==> src/rtl/quiz_round_ctrl.sv <==
// quiz_round_ctrl
//   Round controller and buzzer arbiter for the multichannel answering machine.
//   Latches the player count, countdown length and point values from the
//   settings block, arbitrates up to four buzz buttons per question, runs the
//   per-second countdown, applies host judgement to the per-player scores and
//   handles false-start and wrong-answer lockouts.
//
// Ports
//   clk, rst_n        system clock, asynchronous active-low reset
//   is_set_over       configuration complete (level); low forces CFG_WAIT
//   num_people        active players (valid 2..4); player i active if i < num_people
//   count_seconds     countdown length per question, seconds
//   corrcet_point     points added on a correct answer
//   mistake_point     points subtracted on a wrong answer
//   start_btn         host opens a question (1-cycle pulse)
//   buzz[3:0]         synchronized player buttons, bit i = player i
//   judge_ok/bad      host judgement pulses; both together are ignored
//   state             CFG_WAIT=0 READY=1 OPEN=2 ANSWER=3 ROUND_END=4
//   winner, winner_valid  player currently answering
//   remaining         seconds left in the countdown
//   lockout[3:0]      players barred for the current question
//   scores            player i score at [i*SCORE_W +: SCORE_W]
//   alarm             1-cycle pulse on false start or timeout
//   round_done        1-cycle pulse while the question ends
module quiz_round_ctrl #(
  parameter int unsigned TICK_DIV = 100000000,
  parameter int unsigned SCORE_W  = 8
) (
  input  logic                 clk,
  input  logic                 rst_n,
  input  logic                 is_set_over,
  input  logic [5:0]           num_people,
  input  logic [5:0]           count_seconds,
  input  logic [5:0]           corrcet_point,
  input  logic [5:0]           mistake_point,
  input  logic                 start_btn,
  input  logic [3:0]           buzz,
  input  logic                 judge_ok,
  input  logic                 judge_bad,
  output logic [2:0]           state,
  output logic [1:0]           winner,
  output logic                 winner_valid,
  output logic [5:0]           remaining,
  output logic [3:0]           lockout,
  output logic [4*SCORE_W-1:0] scores,
  output logic                 alarm,
  output logic                 round_done
);

  typedef enum logic [2:0] {
    CFG_WAIT  = 3'd0,
    READY     = 3'd1,
    OPEN      = 3'd2,
    ANSWER    = 3'd3,
    ROUND_END = 3'd4
  } state_t;

  localparam int unsigned      PRE_W    = (TICK_DIV > 1) ? $clog2(TICK_DIV) : 1;
  localparam logic [PRE_W-1:0] PRE_LAST = PRE_W'(TICK_DIV - 1);

  state_t             state_q, state_d;
  logic [3:0]         buzz_q;
  logic [5:0]         np_q, np_d;
  logic [5:0]         secs_q, secs_d;
  logic [5:0]         corr_q, corr_d;
  logic [5:0]         mis_q, mis_d;
  logic [1:0]         winner_q, winner_d;
  logic               wv_q, wv_d;
  logic [5:0]         rem_q, rem_d;
  logic [3:0]         lock_q, lock_d;
  logic [PRE_W-1:0]   pre_q, pre_d;
  logic               alarm_q, alarm_d;
  logic [SCORE_W-1:0] score_q [4];
  logic [SCORE_W-1:0] score_d [4];

  logic [3:0]         active;
  logic [3:0]         press;
  logic [3:0]         press_act;
  logic [3:0]         valid;
  logic [1:0]         win_idx;
  logic               win_found;
  logic [SCORE_W-1:0] cur_score;
  logic [SCORE_W:0]   add_sum;
  logic [SCORE_W:0]   sub_diff;
  logic [3:0]         lock_after_bad;

  always_comb begin
    active = '0;
    for (int unsigned i = 0; i < 4; i++) begin
      active[i] = (i < 32'(np_q));
    end
  end

  assign press     = buzz & ~buzz_q;
  assign press_act = press & active;
  assign valid     = press_act & ~lock_q;

  // Lowest-index valid press wins a same-cycle tie.
  always_comb begin
    win_idx   = '0;
    win_found = 1'b0;
    for (int unsigned i = 0; i < 4; i++) begin
      if (valid[i] && !win_found) begin
        win_idx   = 2'(i);
        win_found = 1'b1;
      end
    end
  end

  // One extra bit catches overflow (saturate high) and borrow (floor at 0).
  assign cur_score      = score_q[winner_q];
  assign add_sum        = {1'b0, cur_score} + (SCORE_W+1)'(corr_q);
  assign sub_diff       = {1'b0, cur_score} - (SCORE_W+1)'(mis_q);
  assign lock_after_bad = lock_q | (4'b0001 << winner_q);

  always_comb begin
    state_d  = state_q;
    np_d     = np_q;
    secs_d   = secs_q;
    corr_d   = corr_q;
    mis_d    = mis_q;
    winner_d = winner_q;
    wv_d     = wv_q;
    rem_d    = rem_q;
    lock_d   = lock_q;
    pre_d    = pre_q;
    alarm_d  = 1'b0;
    score_d  = score_q;

    if (!is_set_over) begin
      state_d  = CFG_WAIT;
      winner_d = '0;
      wv_d     = 1'b0;
      rem_d    = '0;
      lock_d   = '0;
      pre_d    = '0;
      for (int unsigned i = 0; i < 4; i++) score_d[i] = '0;
    end else begin
      case (state_q)
        CFG_WAIT: begin
          np_d    = num_people;
          secs_d  = count_seconds;
          corr_d  = corrcet_point;
          mis_d   = mistake_point;
          for (int unsigned i = 0; i < 4; i++) score_d[i] = '0;
          state_d = READY;
        end
        READY: begin
          if (|press_act) begin
            lock_d  = lock_q | press_act;
            alarm_d = 1'b1;
          end
          if (start_btn) begin
            rem_d   = secs_q;
            pre_d   = '0;
            state_d = OPEN;
          end
        end
        OPEN: begin
          // A valid press takes priority over a coinciding final tick.
          if (win_found) begin
            winner_d = win_idx;
            wv_d     = 1'b1;
            state_d  = ANSWER;
          end else if (pre_q == PRE_LAST) begin
            pre_d = '0;
            if (rem_q <= 6'd1) begin
              rem_d   = '0;
              alarm_d = 1'b1;
              state_d = ROUND_END;
            end else begin
              rem_d = rem_q - 6'd1;
            end
          end else begin
            pre_d = pre_q + PRE_W'(1);
          end
        end
        ANSWER: begin
          if (judge_ok && !judge_bad) begin
            score_d[winner_q] = add_sum[SCORE_W] ? '1 : add_sum[SCORE_W-1:0];
            state_d = ROUND_END;
          end else if (judge_bad && !judge_ok) begin
            score_d[winner_q] = sub_diff[SCORE_W] ? '0 : sub_diff[SCORE_W-1:0];
            lock_d  = lock_after_bad;
            wv_d    = 1'b0;
            state_d = ((lock_after_bad & active) == active) ? ROUND_END : OPEN;
          end
        end
        ROUND_END: begin
          lock_d  = '0;
          wv_d    = 1'b0;
          rem_d   = '0;
          state_d = READY;
        end
        default: state_d = CFG_WAIT;
      endcase
    end
  end

  always_ff @(posedge clk or negedge rst_n) begin
    if (!rst_n) begin
      state_q  <= CFG_WAIT;
      buzz_q   <= '0;
      np_q     <= '0;
      secs_q   <= '0;
      corr_q   <= '0;
      mis_q    <= '0;
      winner_q <= '0;
      wv_q     <= 1'b0;
      rem_q    <= '0;
      lock_q   <= '0;
      pre_q    <= '0;
      alarm_q  <= 1'b0;
      for (int unsigned i = 0; i < 4; i++) score_q[i] <= '0;
    end else begin
      state_q  <= state_d;
      buzz_q   <= buzz;
      np_q     <= np_d;
      secs_q   <= secs_d;
      corr_q   <= corr_d;
      mis_q    <= mis_d;
      winner_q <= winner_d;
      wv_q     <= wv_d;
      rem_q    <= rem_d;
      lock_q   <= lock_d;
      pre_q    <= pre_d;
      alarm_q  <= alarm_d;
      for (int unsigned i = 0; i < 4; i++) score_q[i] <= score_d[i];
    end
  end

  assign state        = state_q;
  assign winner       = winner_q;
  assign winner_valid = wv_q;
  assign remaining    = rem_q;
  assign lockout      = lock_q;
  assign alarm        = alarm_q;
  assign round_done   = (state_q == ROUND_END);

  always_comb begin
    scores = '0;
    for (int unsigned i = 0; i < 4; i++) begin
      scores[i*SCORE_W +: SCORE_W] = score_q[i];
    end
  end

endmodule

==> config.mk <==
export PLATFORM = sky130hd
export DESIGN_NAME = quiz_round_ctrl
export DESIGN_NICKNAME = d
export VERILOG_FILES = /design/src/rtl/quiz_round_ctrl.sv
export SDC_FILE = /design/constraint.sdc
export NUM_CORES = 1
export LEC_CHECK = 0
export ABC_AREA = 1
export CAP_MARGIN = 30
export CORE_UTILIZATION = 51
export DETAILED_ROUTE_END_ITERATION = 7
export PLACE_DENSITY_LB_ADDON = 0.25
export REMOVE_ABC_BUFFERS = 1
export SETUP_SLACK_MARGIN = 0.02
export SYNTH_ARGS = -nofsm -noshare
export SYNTH_HDL_FRONTEND = slang
export SYNTH_SLANG_ARGS = --single-unit
==> constraint.sdc <==
create_clock -name clk -period 2.7 [get_ports clk]
set_clock_uncertainty 0.2 [all_clocks]
set_input_delay 0.405 -clock clk [delete_from_list [all_inputs] [get_ports clk]]
set_output_delay 0.405 -clock clk [all_outputs]
set_load 0.01 [all_outputs]
==> After elaboration in Yosys (flattened, before gate mapping) <==
Index checks and enable logic that the tools add are counted.
{ "totals": {"register_bits": 104, "word_cells": 141, "inputBits": 34} }
{ "op_classes": {"magnitude_cmp": 7, "add_sub_neg": 4, "shift": 1, "n_bitwise": 9, "muxes": 59, "n_reduce_logical": 22, "eq_ne": 23} }
{ "op_table": {"columns": ["operator", "n"], "rows": [
  ["27-bit 2-to-1 mux", 4],
  ["32-bit 2-to-1 mux", 3],
  ["32-bit bitwise mux", 2],
  ["32-bit one-hot mux with 2 select lines", 1],
  ["27-bit one-hot mux with 2 select lines", 1],
  ["8-bit 2-to-1 mux", 5],
  ["6-bit 2-to-1 mux", 5],
  ["27-bit by 1-bit adder with 27-bit output, second input constant", 1],
  ["27-bit equality test, second input constant", 1],
  ["3-bit 2-to-1 mux", 8],
  ["3-bit inequality test, second input constant", 7],
  ["6-bit one-hot mux with 3 select lines", 1],
  ["4-bit AND", 4],
  ["8-bit binary-select mux with 2-bit select", 1],
  ["8-bit demux with 2-bit select", 1],
  ["4-bit 2-to-1 mux", 4],
  ["4-bit AND reduction", 4],
  ["1-bit 2-to-1 mux", 14],
  ["1-bit by 6-bit less-than comparator with 1-bit output, first input constant", 2],
  ["2-bit by 6-bit less-than comparator with 1-bit output, first input constant", 2],
  ["4-bit by 1-bit inequality test with 1-bit output, second input constant", 3],
  ["4-bit inequality test, second input constant", 3],
  ["3-bit one-hot mux with 4 select lines", 1],
  ["4-bit one-hot mux with 3 select lines", 1],
  ["other kinds (26)", 46]
]} }

==> Depth between registers and ports, before layout <==
Gate-level depths: netlist of run 1.
{ "depth": {"word_depth": 17, "depth_mapped": 19} }

==> Worst setup path after synthesis of run 1 <==
OpenSTA, ideal clock, no wires.
{ "synth_path": {"path_type": "reg-to-reg", "startpoint": "register winner_q[1] (netlist: winner[1])", "endpoint": "register score_q, in the netlist scores[18]", "required_ns": 2.383, "n_path_buf": 1, "stages_incl_launch_ff": 17, "setup_slack_ns": -0.077, "arrival_time_ns": 2.460, "setup_time_ns": 0.117, "path_cell_list": "dfrtp_1 > buf_4 > nand2_1 > inv_2 > a22oi_1 > and2_1 > inv_1 > ha_1 > fa_1 > nand3_1 > nand3_1 > nand3_2 > o21ai_0 > nand2_1 > o21ai_4 > nand2_1 > nand2_1"} }
{ "synth_via": {"elab_chain_len": 11, "word_cells_on_any_way": 19, "cone_classes": "add/sub: 2; order compare: 2; mux: 13; bitwise: 1; reduce/logical: 1"} }
{ "synth_rtl": {"columns": ["item", "line", "rtl"], "rows": [
  ["start: declaration", "67", "logic [1:0] winner_q, winner_d;"],
  ["start signal: assignment", "222", "winner_q <= winner_d;"],
  ["2-bit inverter with 3-bit output (*)", "111, 180, 183", null],
  ["8-bit binary-select mux with 2-bit select", "111", "assign cur_score = score_q[winner_q];"],
  ["8-bit 2-to-1 mux (not written as such) (2 in series)", "111", null],
  ["8-bit by 6-bit subtractor with 9-bit output", "113", "assign sub_diff = {1'b0, cur_score} - (SCORE_W+1)'(mis_q);"],
  ["8-bit 2-to-1 mux", "183", "score_d[winner_q] = sub_diff[SCORE_W] ? '0 : sub_diff[SCORE_W-1:0];"],
  ["32-bit bitwise mux", "183", null],
  ["32-bit 2-to-1 mux", "182", "end else if (judge_bad && !judge_ok) begin"],
  ["32-bit 2-to-1 mux (*)", "179", "if (judge_ok && !judge_bad) begin"],
  ["32-bit one-hot mux with 2 select lines (*)", "139", "case (state_q)"],
  ["32-bit 2-to-1 mux (*)", "130", "if (!is_set_over) begin"],
  ["end: declaration", "73", "logic [SCORE_W-1:0] score_q [4];"]
]} }
Every way passes the cells marked *; elsewhere a longest branch is shown, timed or not. The select of a mux whose other input is x is not followed.
A chain may end at the register's enable or synchronous reset.

==> Worst setup path in the final report of run 1 <==
{ "layout_path": {"startpoint": "register winner_q[0] (netlist: winner[0])", "endpoint": "register score_q, in the netlist scores[15]"} }
Same word-level chain as after synthesis.

==> results of run 1 <==
-- per-layer routing --
metal / vias up / routed length (um)
met5: - / 0
met4: 0 / 312
met3: 25 / 1060
met2: 225 / 9460
met1: 3074 / 7770
li1: 3234 / -
-- registers in the layout, summed over array words and instances (netlist names), 3 cells and up --
name,count
buzz_q,4
lockout,4
np_q,6
secs_q,6
scores,32
corr_q,6
remaining,6
state,3
pre_q,27
mis_q,6
-- how the worst max path moves through the flow --
| stage | startpoint | end | slack [ns] | cells past startpoint |
|---|---|---|---|---|
| finish | winner[0] | scores[15] | -0.001 | 17 |
| global route | winner[1] | scores[29] | -0.16 | 16 |
| CTS | winner[0] | scores[15] | 0.009 | 17 |
| detailed placement | winner[0] | scores[15] | -0.12 | 17 |
| global placement | winner[0] | scores[31] | -0.06 | 17 |
| floorplan | winner[0] | scores[7] | -0.11 | 16 |
-- stage by stage --
step | setup TNS, ns | total power, uW | instance area (sq um)
2_1_floorplan | -2.36 | 3620 | 6570
3_3_place_gp | -0.499 | 4540 | 7960
3_5_place_dp | -2.41 | 4580 | 7960
4_1_cts | 0 | 6020 | 8360
5_1_grt | -2.90 | 6550 | 8580
6_report | -0.00103 | 6140 | 8580
-- power by group --
group | switching [uW] | internal [uW] | total (uW)
clock | 627 | 737 | 1360
combinational | 1580 | 1120 | 2700
sequential | 240 | 1830 | 2070
total | 2450 | 3690 | 6140
-- cells in the final DEF, fill, tap and decap left out, drive strengths merged --
cell	n
o21ai	49
a21o	6
and2	1
a31oi	3
clkdlybuf4s50	82
and3	1
xor2	10
clkbuf	10
inv	85
o22ai	9
nor2	110
a22oi	9
fa	2
nand3b	1
clkinv	2
buf	46
nand3	52
nand4	26
nand2	352
nor3	12
o211ai	1
or2	8
dlygate4sd3	1
a21oi	28
nor4	2
bufinv	1
mux2	13
o21a	1
xnor2	7
ha	16
dfrtp	104
-- cell type report --
type / instances / area share (%)
multi-input combinational: 719 / 45.7
sequential: 104 / 30.4
timing repair buffer: 129 / 14.2
inverter: 82 / 3.65
clock buffer: 10 / 2.67
tap: 172 / 2.51
clock inverter: 6 / 0.890
-- cells in the mapped netlist (6+ instances only) --
master | count | share of area (%)
nand2_1 | 343 | 19
dfrtp_1 | 104 | 39
nor2_1 | 97 | 5.5
inv_1 | 70 | 3.9
nand3_1 | 51 | 3.8
a21oi_1 | 27 | 2.0
nand4_1 | 25 | 2.3
o21ai_1 | 21 | 1.6
o21ai_0 | 18 | 1.3
ha_1 | 16 | 3.0
mux2_2 | 13 | 2.2
inv_2 | 11 | 0.62
xor2_1 | 10 | 1.3
a22oi_1 | 9 | 1.0
nor2_2 | 9 | 0.84
nor3_1 | 9 | 0.67
o22ai_1 | 9 | 0.84
nand2_2 | 8 | 0.75
buf_4 | 7 | 0.79
clkbuf_1 | 7 | 0.39
or2_2 | 7 | 0.66
xnor2_1 | 7 | 0.92
a21o_1 | 6 | 0.67
o21ai_4 | 6 | 1.5
-- kinds of logic after synthesis --
group | Yosys count | synth area share (%)
fa+ha+maj | 18 | 3.60
mux | 13 | 2.19
simple gates | 565 | 36.6
compound gates | 106 | 10.1
flops | 104 | 39.0
buf+inv | 101 | 6.30
xor+xnor | 17 | 2.23
-- timing repair --
item / 4_1_cts / 5_1_grt
hold buffers: 1 / 0
gates resized for setup: 11 / 46
endpoints found under the hold margin: 15 / 0
endpoints found under the setup margin: 32 / 32
pin swaps: 0 / 26
setup buffers: 1 / 2
==> impl_metrics.ini, run 1 <==
[run_status]
run_status = finished with violations
failed_checks = negative setup slack

[final_layout]
drive_above_1_share_pct = 17.0
antennaDiodeCount = 0
final_cells = 1222
synthToLayoutAreaGrowth_pct = 28.5
finalNetCount = 1097
fillers = 1102
sequential_cell_area_sq_um = 2610
postLayoutCoreUtil_pct = 67.7
multiInputGateArea_sq_um = 3920

[die]
die_height_um = 116
die_outline_area_sq_um = 13600
initial_core_util_pct = 52.7
io-pin-count = 84
die_width_um = 116
floorplan.rows = 41
coreArea_sq_um = 12700

[cts]
cts_made_buffers = 9
cts.reportedPaths.clkPinSlew_ns = 0.07
cts_tree = done
ctsHtreeMaxLevel = 3
clockRootBuffer = clkbuf_16
cts_sinks = 104
clock_latency_ns = 0.36
clk_path_buf_depth = 2

[sta]
fin_crit_ns = 2.70
smallest_hold_slack_ns = 0.246
final_max_slew_viol_count = 0
fin_ws_ns = -0.00103
hold_violations = 0
worst_slew_pin_slew_ns = 0.566
setup_viol = 1
worst_slew_margin_rel_pct = 62.0
max_freq_mhz = 370
finalCritPeriodShare_pct = 100
grt_setup_unrepaired = yes

[power_and_ir_drop]
leakage_power_uw = 0.00401
total_power_per_unit_cell_area_nw_per_um2 = 715
max-vdd-ir-drop_mv = 0.783

[worst_setup_path]
critPathTopFamily = simple AND/OR/NAND/NOR gates
worst_reg2reg_setup_slack_ns = -0.001
reg2regPathDepth = 17
r2r_end = scores[15]
cp.required_ns = 2.75
critPathSlowestCell = dfrtp_2
path_cells = nand2_2 > inv_4 > a22oi_2 > and2_4 > inv_2 > ha_4 > fa_2 > nand3_2 > nand3_4 > nor2_2 > nand2_1 > nand2_1 > nand2_1 > nand2_1 > nand2_2 > nand2_1 > nand2_1
crit_arrival_ns = 2.75
critical_path.max_stage_delay_ns = 0.48
crit_fanout = 5
crit_path_end_kind = flop
worst_path_most_repeated_cell = nand2_1
cp_num_buf_inv = 2
critical_path.startpoint_type = flop
setup.worst_path.class = flop to flop
reg2reg_from = winner[0]

[placed_design]
placedCellCount = 1202
placement.io_buffers = 83
routability_cong = 0.950
dpl.hpwl_um = 13400
placement.setup.worst_slack_ns = -0.120

[route]
route.detailed.drc = 0
antenna_violating_nets_post_route = 0
first_iter_violations = 515
drt_pass1_iterations = 5
detailroute.via_count = 6558
wl_per_cell_um = 15.2
detail_route.vias_per_cell = 5.37
finalWirelength_um = 18600

[synth]
avgSynthCellArea_sq_um = 7.22
netlist_area_pre_place_sq_um = 6680
yosysWarningCount = 0
ys_ff_latch = 104
primary_ff_master_synth = dfrtp_1
synth_seq_area_share_pct = 39.0
synth_enable_flop_cells = 0
netlist_instances = 924
ys_async_sr_fraction_pct = 100
synthDistinctLibCells = 44

[global_route]
met3_demand_to_capacity_share_in_global_routing_pct = 5.60
grt.met1_usage_pct = 36.4
number_of_global_route_vias_before_repair = 6223
globalRouteMet2Util_pct = 50.1
first_pass_grt_wire_length_um = 30200
grt_antenna_before_repair = 0
grt-busiest-layer = met2
groute.usage.overall_pct = 29.1
grt_start_max_net_pins = 64
grt_overflow = 0

[min_path]
min_path_type = primary input to asynchronous set/reset pin

[job]
cap_viol_max_count = 0
Note: power is estimated with default switching activity, not from simulation.
==> run 2: changes to the inputs <==
--- a/config.mk
+++ b/config.mk
@@ -12,6 +12,7 @@
 export PLACE_DENSITY_LB_ADDON = 0.25
 export REMOVE_ABC_BUFFERS = 1
 export SETUP_SLACK_MARGIN = 0.02
+export SLEW_MARGIN = 40
 export SYNTH_ARGS = -nofsm -noshare
 export SYNTH_HDL_FRONTEND = slang
 export SYNTH_SLANG_ARGS = --single-unit
==> results of run 2 <==
The final DEF is identical to that of run 1; final timing and power are the same.
==> run 3: changes to the inputs <==
--- a/config.mk
+++ b/config.mk
@@ -7,10 +7,10 @@
 export LEC_CHECK = 0
 export ABC_AREA = 1
 export CAP_MARGIN = 30
+export CORE_ASPECT_RATIO = 1.1
 export CORE_UTILIZATION = 51
 export DETAILED_ROUTE_END_ITERATION = 7
 export PLACE_DENSITY_LB_ADDON = 0.25
-export REMOVE_ABC_BUFFERS = 1
 export SETUP_SLACK_MARGIN = 0.02
 export SLEW_MARGIN = 40
 export SYNTH_ARGS = -nofsm -noshare
==> impl_metrics.ini, run 3 (synthesized netlist as in run 1, its figures left out) <==
[route]
finalWirelength_um = 19700
detail_route.vias_per_cell = 5.45
detailroute.wirelength.met3_um = 947
wl_met1_um = 7810
topRoutingLayerUsed = met4
route.detailed.drc = 2
first_iter_violations = 473
detailroute.via_count = 6654
drt_pass1_iterations = 7
wl_per_cell_um = 16.2
antenna_violating_nets_post_route = 0
met2WireLength_um = 10200

[final_layout]
antennaDiodeCount = 0
postLayoutCoreUtil_pct = 68.5
drive_above_1_share_pct = 19.0
most-common-layout-cells = nand2_1 (325), dfrtp_1 (102), nor2_1 (95)
finalNetCount = 1110
synthToLayoutAreaGrowth_pct = 30.3
flip_flop_count_of_the_largest_register_after_layout = 32
leading_cell_type_in_the_layout_fill_and_taps_excluded = nand2_1
fillers = 1109

[die]
floorplan.rows = 43
die_height_um = 122
coreArea_sq_um = 12700
die_width_um = 111
die_outline_area_sq_um = 13600
initial_core_util_pct = 52.6
io-pin-count = 84

[cts]
clk_path_buf_depth = 2
cts_made_buffers = 9
cts_tree = done
cts_sinks = 104
ctsHtreeMaxLevel = 3
clockRootBuffer = clkbuf_16
cts.reportedPaths.clkPinSlew_ns = 0.08
clock_latency_ns = 0.37

[sta]
finalCritPeriodShare_pct = 101
fin_crit_ns = 2.71
setup_viol = 1
grt_setup_unrepaired = yes
worst_slew_pin_slew_ns = 0.593
max_freq_mhz = 368
smallest_hold_slack_ns = 0.283
final_max_slew_viol_count = 0
fin_ws_ns = -0.0148
hold_violations = 0
worst_slew_margin_rel_pct = 60.4

[power_and_ir_drop]
total_power_per_unit_cell_area_nw_per_um2 = 731
leakage_power_uw = 0.00408
power_total_uw = 6360
max-vdd-ir-drop_mv = 0.559

[worst_setup_path]
critical_path.startpoint_type = flop
cp_num_buf_inv = 2
crit_path_end_kind = flop
setup.worst_path.class = flop to flop
path_cells = nand2_2 > inv_2 > buf_6 > a22oi_2 > nand2_2 > ha_4 > nand2_2 > nor3_2 > nor2_1 > nor2_2 > nand2_1 > nand2_1 > nand2_1 > nand2_1 > nand2_2 > nand2_2 > nand2_2
critPathSlowestCell = dfrtp_2
critical_path.max_stage_delay_ns = 0.48
critPathTopFamily = simple AND/OR/NAND/NOR gates
worst_path_most_repeated_cell = nand2_2
crit_arrival_ns = 2.78
cp.required_ns = 2.76
crit_fanout = 6

[placed_design]
dpl.hpwl_um = 14200
placement.setup.worst_slack_ns = -0.126
placement.io_buffers = 83
routability_cong = 0.970

[synth]
post_syn_nets = 976

[global_route]
groute.usage.overall_pct = 29.3
grt_overflow = 0
grt_antenna_before_repair = 0
first_pass_grt_wire_length_um = 30900
grt_start_max_net_pins = 42
number_of_global_route_vias_before_repair = 6289

[run_status]
run_status = finished with violations
failed_checks = design-rule violations, negative setup slack

[min_path]
min_path_type = flop to flop

[job]
cap_viol_max_count = 0
-- run 3: path summary, 6_finish.rpt --
check	from	end	slack, ns	cells past startpoint
setup / recovery	winner[1]	scores[15]	-0.01	17
min in group asynchronous	rst_n	buzz_q[0]	0.32	2
hold reg to reg	winner_valid	winner_valid	0.28	2
max in group asynchronous	rst_n	mis_q[1]	1.36	3
hold / removal	winner_valid	winner_valid	0.28	2
setup reg to reg	winner[1]	scores[15]	-0.01	17
-- run 3: per-layer routing --
metal | GRT usage (%) | up-vias
li1 | - | 3250
met1 | 32.9 | 3157
met2 | 54.4 | 199
met3 | 5.77 | 48
met4 | 12.9 | 0
met5 | 0 | -
-- run 3: timing repair --
item,4_1_cts,5_1_grt
pin swaps,5,29
resized for setup,21,43
hold buffers,1,0
setup buffers,2,4
endpoints found under the hold margin,29,0
setup endpoints to repair,32,32
-- run 3: where the power goes --
part           internal (uW)  switching, uW  total, uW
clock                    753            683       1440
combinational           1200           1650       2840
sequential              1830            250       2080
-- run 3: tightest hold or removal path, cell delays in order (launching register included) --
cell and delay, ns:
dfrtp_1 0.35, nand2_1 0.05, nand2_1 0.05
-- run 3: final cells by class --
type                       count  area (sq um)  area share [%]
multi-input combinational    719          3950            45.4
clock buffer                   9           225            2.59
clock inverter                 7           100            1.15
inverter                      82           310            3.57
sequential                   104          2610            29.9
tap                          157           196            2.26
timing repair buffer         142          1310            15.1
-- run 3: stage by stage --
step	setup TNS, ns	cell area, sq um	cells
after floorplan	0	6690	924
final	-0.0148	8700	1220
after detailed placement	-2.48	8020	1197
after global routing	-1.06	8700	1220
after global placement	-0.564	8020	1197
after CTS	0	8480	1216
